### config.mk
export PLATFORM = sky130hd
export DESIGN_NAME = fm_demod_ctrl
export DESIGN_NICKNAME = d
export VERILOG_FILES = /design/src/rtl/fm_demod_pkg.sv /design/src/rtl/fm_demod_ctrl.sv
export SDC_FILE = /design/constraint.sdc
export NUM_CORES = 1
export LEC_CHECK = 0
export ABC_AREA = 1
export BUFFER_PORTS_ARGS = -buffer_cell sky130_fd_sc_hd__buf_2
export CAP_MARGIN = 20
export CORE_ASPECT_RATIO = 1.1
export CORE_MARGIN = 3
export CORE_UTILIZATION = 35
export CTS_CLUSTER_DIAMETER = 30
export DETAILED_ROUTE_END_ITERATION = 12
export HOLD_SLACK_MARGIN = 0.02
export PLACE_DENSITY = 0.68
export SETUP_SLACK_MARGIN = 0.1
export SLEW_MARGIN = 20
export SYNTH_ARGS = -nofsm -noshare
export SYNTH_HDL_FRONTEND = slang
export SYNTH_SLANG_ARGS = --single-unit
### constraint.sdc
create_clock -name clk -period 1.7 [get_ports clk]
set_input_delay 0.34 -clock clk [delete_from_list [all_inputs] [get_ports clk]]
set_output_delay 0.34 -clock clk [all_outputs]
set_load 0.005 [all_outputs]
### src/rtl/fm_demod_pkg.sv
// Shared definitions for the FM demodulator controller and its datapath.
package fm_demod_pkg;

  localparam int unsigned FM_WIDTH = 16;

  typedef enum logic [1:0] {
    IDLE,
    LOAD,
    MULT,
    EMIT
  } state_t;

endpackage

### src/rtl/fm_demod_ctrl.sv
// Sequencing controller for the conjugate-complex-multiply FM demodulator:
// sample buffering, load/start strobes and primed qualification of the output.
module fm_demod_ctrl
  import fm_demod_pkg::*;
#(
  parameter int unsigned WIDTH = FM_WIDTH,
  parameter int unsigned CNT_W = 16
) (
  input  logic             clk,
  input  logic             rst,
  input  logic             sample_valid_i,
  output logic             sample_ready_o,
  input  logic [WIDTH-1:0] real_i,
  input  logic [WIDTH-1:0] imag_i,
  output logic [WIDTH-1:0] real_o,
  output logic [WIDTH-1:0] imag_o,
  output logic             load_o,
  output logic             start_o,
  input  logic [WIDTH-1:0] demod_i,
  output logic [WIDTH-1:0] demod_o,
  output logic             demod_valid_o,
  input  logic             demod_ready_i,
  input  logic             flush_i,
  output logic             primed_o,
  output logic [CNT_W-1:0] out_cnt_o
);

  state_t state, state_nx;
  logic   accept;
  logic   deliver;

  assign demod_o = demod_i;

  always_comb begin
    state_nx       = state;
    sample_ready_o = 1'b0;
    load_o         = 1'b0;
    start_o        = 1'b0;
    demod_valid_o  = 1'b0;
    accept         = 1'b0;
    deliver        = 1'b0;
    case (state)
      IDLE: begin
        sample_ready_o = 1'b1;
        if (sample_valid_i) begin
          accept   = 1'b1;
          state_nx = LOAD;
        end
      end
      LOAD: begin
        load_o   = 1'b1;
        state_nx = MULT;
      end
      MULT: begin
        start_o  = 1'b1;
        state_nx = EMIT;
      end
      EMIT: begin
        // A flush withdraws a pending output unless the handshake lands in the same cycle.
        if (primed_o) begin
          demod_valid_o = 1'b1;
          if (demod_ready_i) begin
            deliver  = 1'b1;
            state_nx = IDLE;
          end else if (flush_i) begin
            state_nx = IDLE;
          end
        end else begin
          state_nx = IDLE;
        end
      end
      default: state_nx = IDLE;
    endcase
  end

  always_ff @(posedge clk) begin
    if (rst) begin
      state     <= IDLE;
      real_o    <= '0;
      imag_o    <= '0;
      primed_o  <= 1'b0;
      out_cnt_o <= '0;
    end else begin
      state <= state_nx;
      if (accept) begin
        real_o <= real_i;
        imag_o <= imag_i;
      end
      if (deliver) out_cnt_o <= out_cnt_o + 1'b1;
      if (flush_i) primed_o <= 1'b0;
      else if (state == EMIT && !primed_o) primed_o <= 1'b1;
    end
  end

endmodule

Word-level counts from Yosys, hierarchy flattened. Cells that the tools add are included.

Reduce and logical (&&, ||, !) cells: 5. Add/subtract/negate cells: 1. Muxes and demuxes: 15. Equal/unequal tests: 5.

Operator list (number): 16-bit by 1-bit adder with 16-bit output (second input constant) (1); 1-bit two-way mux (10); 2-bit two-way mux (4); 2-bit case mux with 4 select lines (1); 2-bit equality test (second input constant) (2); 4-bit != test (second input constant) (1); 2-bit by 1-bit equality test with 1-bit output (second input constant) (1); 2-bit zero test (1); 2-bit != test (second input constant) (1); 2-bit AND reduction (1); 2-bit OR reduction (1); 1-bit logical AND (1); 1-bit zero test (1).

Word-level logic and storage cells: 31. Bits in registers: 51. Input port bits: 53. Output and inout bits: 69.

Depth between registers and ports, before layout.
Depth after elaboration: 4. Depth in mapped cells: 8. Gate-level depth less buffers: 8.

Worst setup path after synthesis. No wires, ideal clock.

Path kind: reg-to-reg. From: register state[0]. To: register out_cnt_o[9]. Required time: 1.584 ns. Setup time: 0.116 ns. Path buffers: 0. Cell stages (with the launch flop): 8. Clock period less this slack: 1.262 ns. Data arrival time: 1.146 ns. Setup slack: 0.438 ns. Path through: dfxtp_1 -> ha_1 -> nand2_2 -> nor2_8 -> nand2_4 -> nor2_4 -> and2_2 -> nor2_1.

Longest elaborated chain between the ends: 2.

Ends and longest elaborated chain: start, declared (RTL line fm_demod_ctrl.sv:28) `state_t state, state_nx;`; start signal, assigned (RTL line fm_demod_ctrl.sv:84) `state <= state_nx;`; 2-bit equality test (RTL line fm_demod_ctrl.sv:42) `case (state)`; 1-bit two-way mux (RTL line fm_demod_ctrl.sv:42); end signal, assigned (RTL line fm_demod_ctrl.sv:89) `if (deliver) out_cnt_o <= out_cnt_o + 1'b1;`; end, declared (RTL line fm_demod_ctrl.sv:25) `output logic [CNT_W-1:0] out_cnt_o`.

Every way passes these cells. A chain may end at the register's enable or synchronous reset.

Worst setup path after layout.
From: register state[0]. To: output demod_valid_o.

Longest elaborated chain between the ends: 2.

Ends and longest elaborated chain: 2-bit equality test (RTL line fm_demod_ctrl.sv:42); 1-bit two-way mux (RTL line fm_demod_ctrl.sv:42); end, declared (RTL line fm_demod_ctrl.sv:21) `output logic demod_valid_o,`.

Every way passes these cells.

==> flow_summary.yaml <==
worst_setup_path:
  crit_path_end_kind: "output port"
  crit_chain: "ha_2 > nand2_2 > inv_1 > buf_2"
  arrival_ns: 1.16
  critPathKind: "flop to output port"
  cp_slowest_stage_delay_ns: 0.36
  required_ns: 1.36
  reg2regPathDepth: 6
  crit_family: "flip-flops"
  crit_path_max_fanout: 3
  crit_buf_inv: 2
  critPathLaunchType: "flop"
  crit_cells: 4
  slowest_stage: "dfxtp_2"
detailed_routing:
  drt_iter0_markers: 79
  first_pass_iters: 4
  post_drt_via_cell_ratio: 4.513
  vias: 2049
  wl_mm: 5.080
  wl_per_cell_microns: 11.19
  antenna_left: 0
  drc: 0
outcome:
  status: "complete, no violations"
cts:
  clock_latency_ns: 0.30
  ctsHoldBuffers: 0
  h-tree-depth: 2
  cts_max_path_buffers: 2
  postCtsSetupRepairBufs: 0
  clkTransAtPathRegs_ns: 0.09
  cts_sinks: 51
  cts_tree: "yes"
  cts_made_buffers: 5
  root_buffer: "clkbuf_8"
yosys:
  synth_cell_types: 23
  synth-adder-area-share_pct: 2.812
  synth_area_leader_cell: "dfxtp_1"
  yosys_warnings: 0
  synth_top_area_share_pct: 45.89
  muxShareOfSynthArea_pct: 0
  synthTopCellsByArea: "dfxtp_1 46%, nor2_1 16%, o21ai_0 8.8%"
  syn_nets: 361
  ys_ff_latch: 51
  avgSynthCellArea_sq_um: 7.342
  yosys.area_share.xor_xnor_pct: 0.7874
  yosysSeqAreaShare_pct: 45.89
  synth_top_family_by_area: "simple AND/OR/NAND/NOR gates"
  synth-simple-area-share_pct: 28.40
  syn_area_sq_um: 2225
  postSynthCellCount: 303
  synth_compound_area_share_pct: 10.80
hold_path:
  hold_path_class: "input port to flop"
  min_path_cells: 2
sta:
  min_period_over_period_pct: 88.24
  finalSetupTns_ns: 0
  hold_viol: 0
  min_period_ns: 1.500
  rsz0062_at_grt: "no"
  worst_pin_slew_ns: 0.3207
  max_freq_mhz: 666.6
  slew_viol_final: 0
  skew_ns: 0.008082
  max_slew_margin_pct: 78.62
  finalSetupViolCount: 0
die:
  initial_utilization_pct: 37.38
  die_w_microns: 82.02
  die-area_sq_um: 7350
  core_area_sq_um: 5951
  pin_count: 122
  die_y_microns: 89.62
  rows: 29
finish:
  drive_above_1_share_pct: 29.44
  area_delta_synth_final_pct: 22.95
  fin_cells: 454
  n_antenna_cell: 0
  finalInstanceArea_sq_um: 2735
  fill_cells: 643
  final_cell_mix: "93 x nor2_1, 89 x buf_2, 49 x dfxtp_1"
  layout_commonest_cell: "nor2_1"
  fin_nets: 435
global_routing:
  grt_max_degree: 33
  grt_antenna_before_repair: 0
  grt_pass1_wl_mm: 8.321
  grt_usage_pct: 14.36
  first_global_vias: 1812
  gr-total-overflow: 0
placed_design:
  routabilityCongestion: 0.8084
  dp_hpwl_mm: 3.815
  io_buffers: 89
  dp.cells: 447
  placed_cell_area_sq_um: 2628
power:
  power_density_nw_per_um2: 1209
  cellLeakagePower_nw: 1.366
  peakVddDrop_mv: 0.6369
  p_total_mw: 3.307
job:
  cap_violations: 0
==> worst reg2reg max path: stages, from the launching register on <==
cell and delay [ns]:
dfxtp_2 0.36, ha_2 0.20, nand3_1 0.15, nor2_2 0.20, nand3_1 0.14, nor3_1 0.16
nor2_1 0.07
==> worst paths after layout <==
check | slack, ns | startpoint | endpoint
max | 0.20 | state[0] | demod_valid_o
max reg2reg | 0.34 | state[0] | out_cnt_o[14]
min | 0.21 | flush_i | primed_o
min reg2reg | 0.48 | imag_o[7] | imag_o[7]
==> Yosys cell counts <==
cell type / instances
nand2_1: 32
nand3_1: 8
nand2_4: 1
inv_1: 21
ha_1: 5
nor2_2: 1
nor3_1: 3
xor2_1: 2
o21ai_0: 39
buf_2: 3
nor3b_1: 1
buf_6: 1
nand2_2: 4
clkbuf_1: 6
and2_2: 1
nor2_4: 1
nor2_8: 1
nand4_1: 3
dfxtp_1: 51
buf_4: 16
a21oi_1: 9
clkinv_1: 1
nor2_1: 93
==> stage by stage <==
step,util [%],hold slack (ns),setup WS [ns]
after floorplan,-,0.4091,0.4381
after global placement,44.15,0.4570,0.3781
after detailed placement,44.15,0.4657,0.2952
after CTS,45.88,0.1997,0.1322
after global routing,45.96,0.1989,0.1178
final,45.96,0.2082,0.1999
==> where the power goes <==
part / switching (mW) / total, mW / internal [mW]
logic: 0.529 / 0.935 / 0.406
registers: 0.122 / 1.56 / 1.44
clock network: 0.377 / 0.809 / 0.432
==> sequential cells by signal, summed over array words and instances (netlist names) <==
signal and flops:
imag_o 16, out_cnt_o 16, real_o 16, state 2, primed_o 1
==> area by class of cell <==
class,instances,area (sq um),share of cell area (%)
Tap cell,77,96.34,3.522
Sequential cell,51,1023,37.42
Multi-Input combinational cell,204,954.7,34.90
Timing Repair Buffer,93,475.5,17.38
Clock inverter,1,30.03,1.098
Clock buffer,6,72.57,2.653
Inverter,22,82.58,3.019
==> logic make-up (layout without fill, tap and decap cells) <==
family | after synthesis | in the layout
DFF | 51 | 51
and+or+nand+nor | 149 | 149
AOI/OAI and AO/OA | 48 | 48
xor gates and xnor gates | 2 | 2
buffers and inverters | 48 | 122
adders and majority gates | 5 | 5
==> repair_timing <==
| item | in CTS | in global routing |
|---|---|---|
| setup endpoints to repair | 0 | 1 |
| hold endpoints to repair | 0 | 0 |
| gates resized for setup | 0 | 3 |
==> metal layers <==
layer	up-vias	wire (microns)	global-route usage (%)	part of all wire [%]
li1	1079	-	-	-
met1	889	2214	17.09	44
met2	76	2313	23.88	46
met3	5	505	5.589	9.9
met4	0	48	4.381	0.94
met5	-	0	0	0
(Power assumes the default switching activity.)
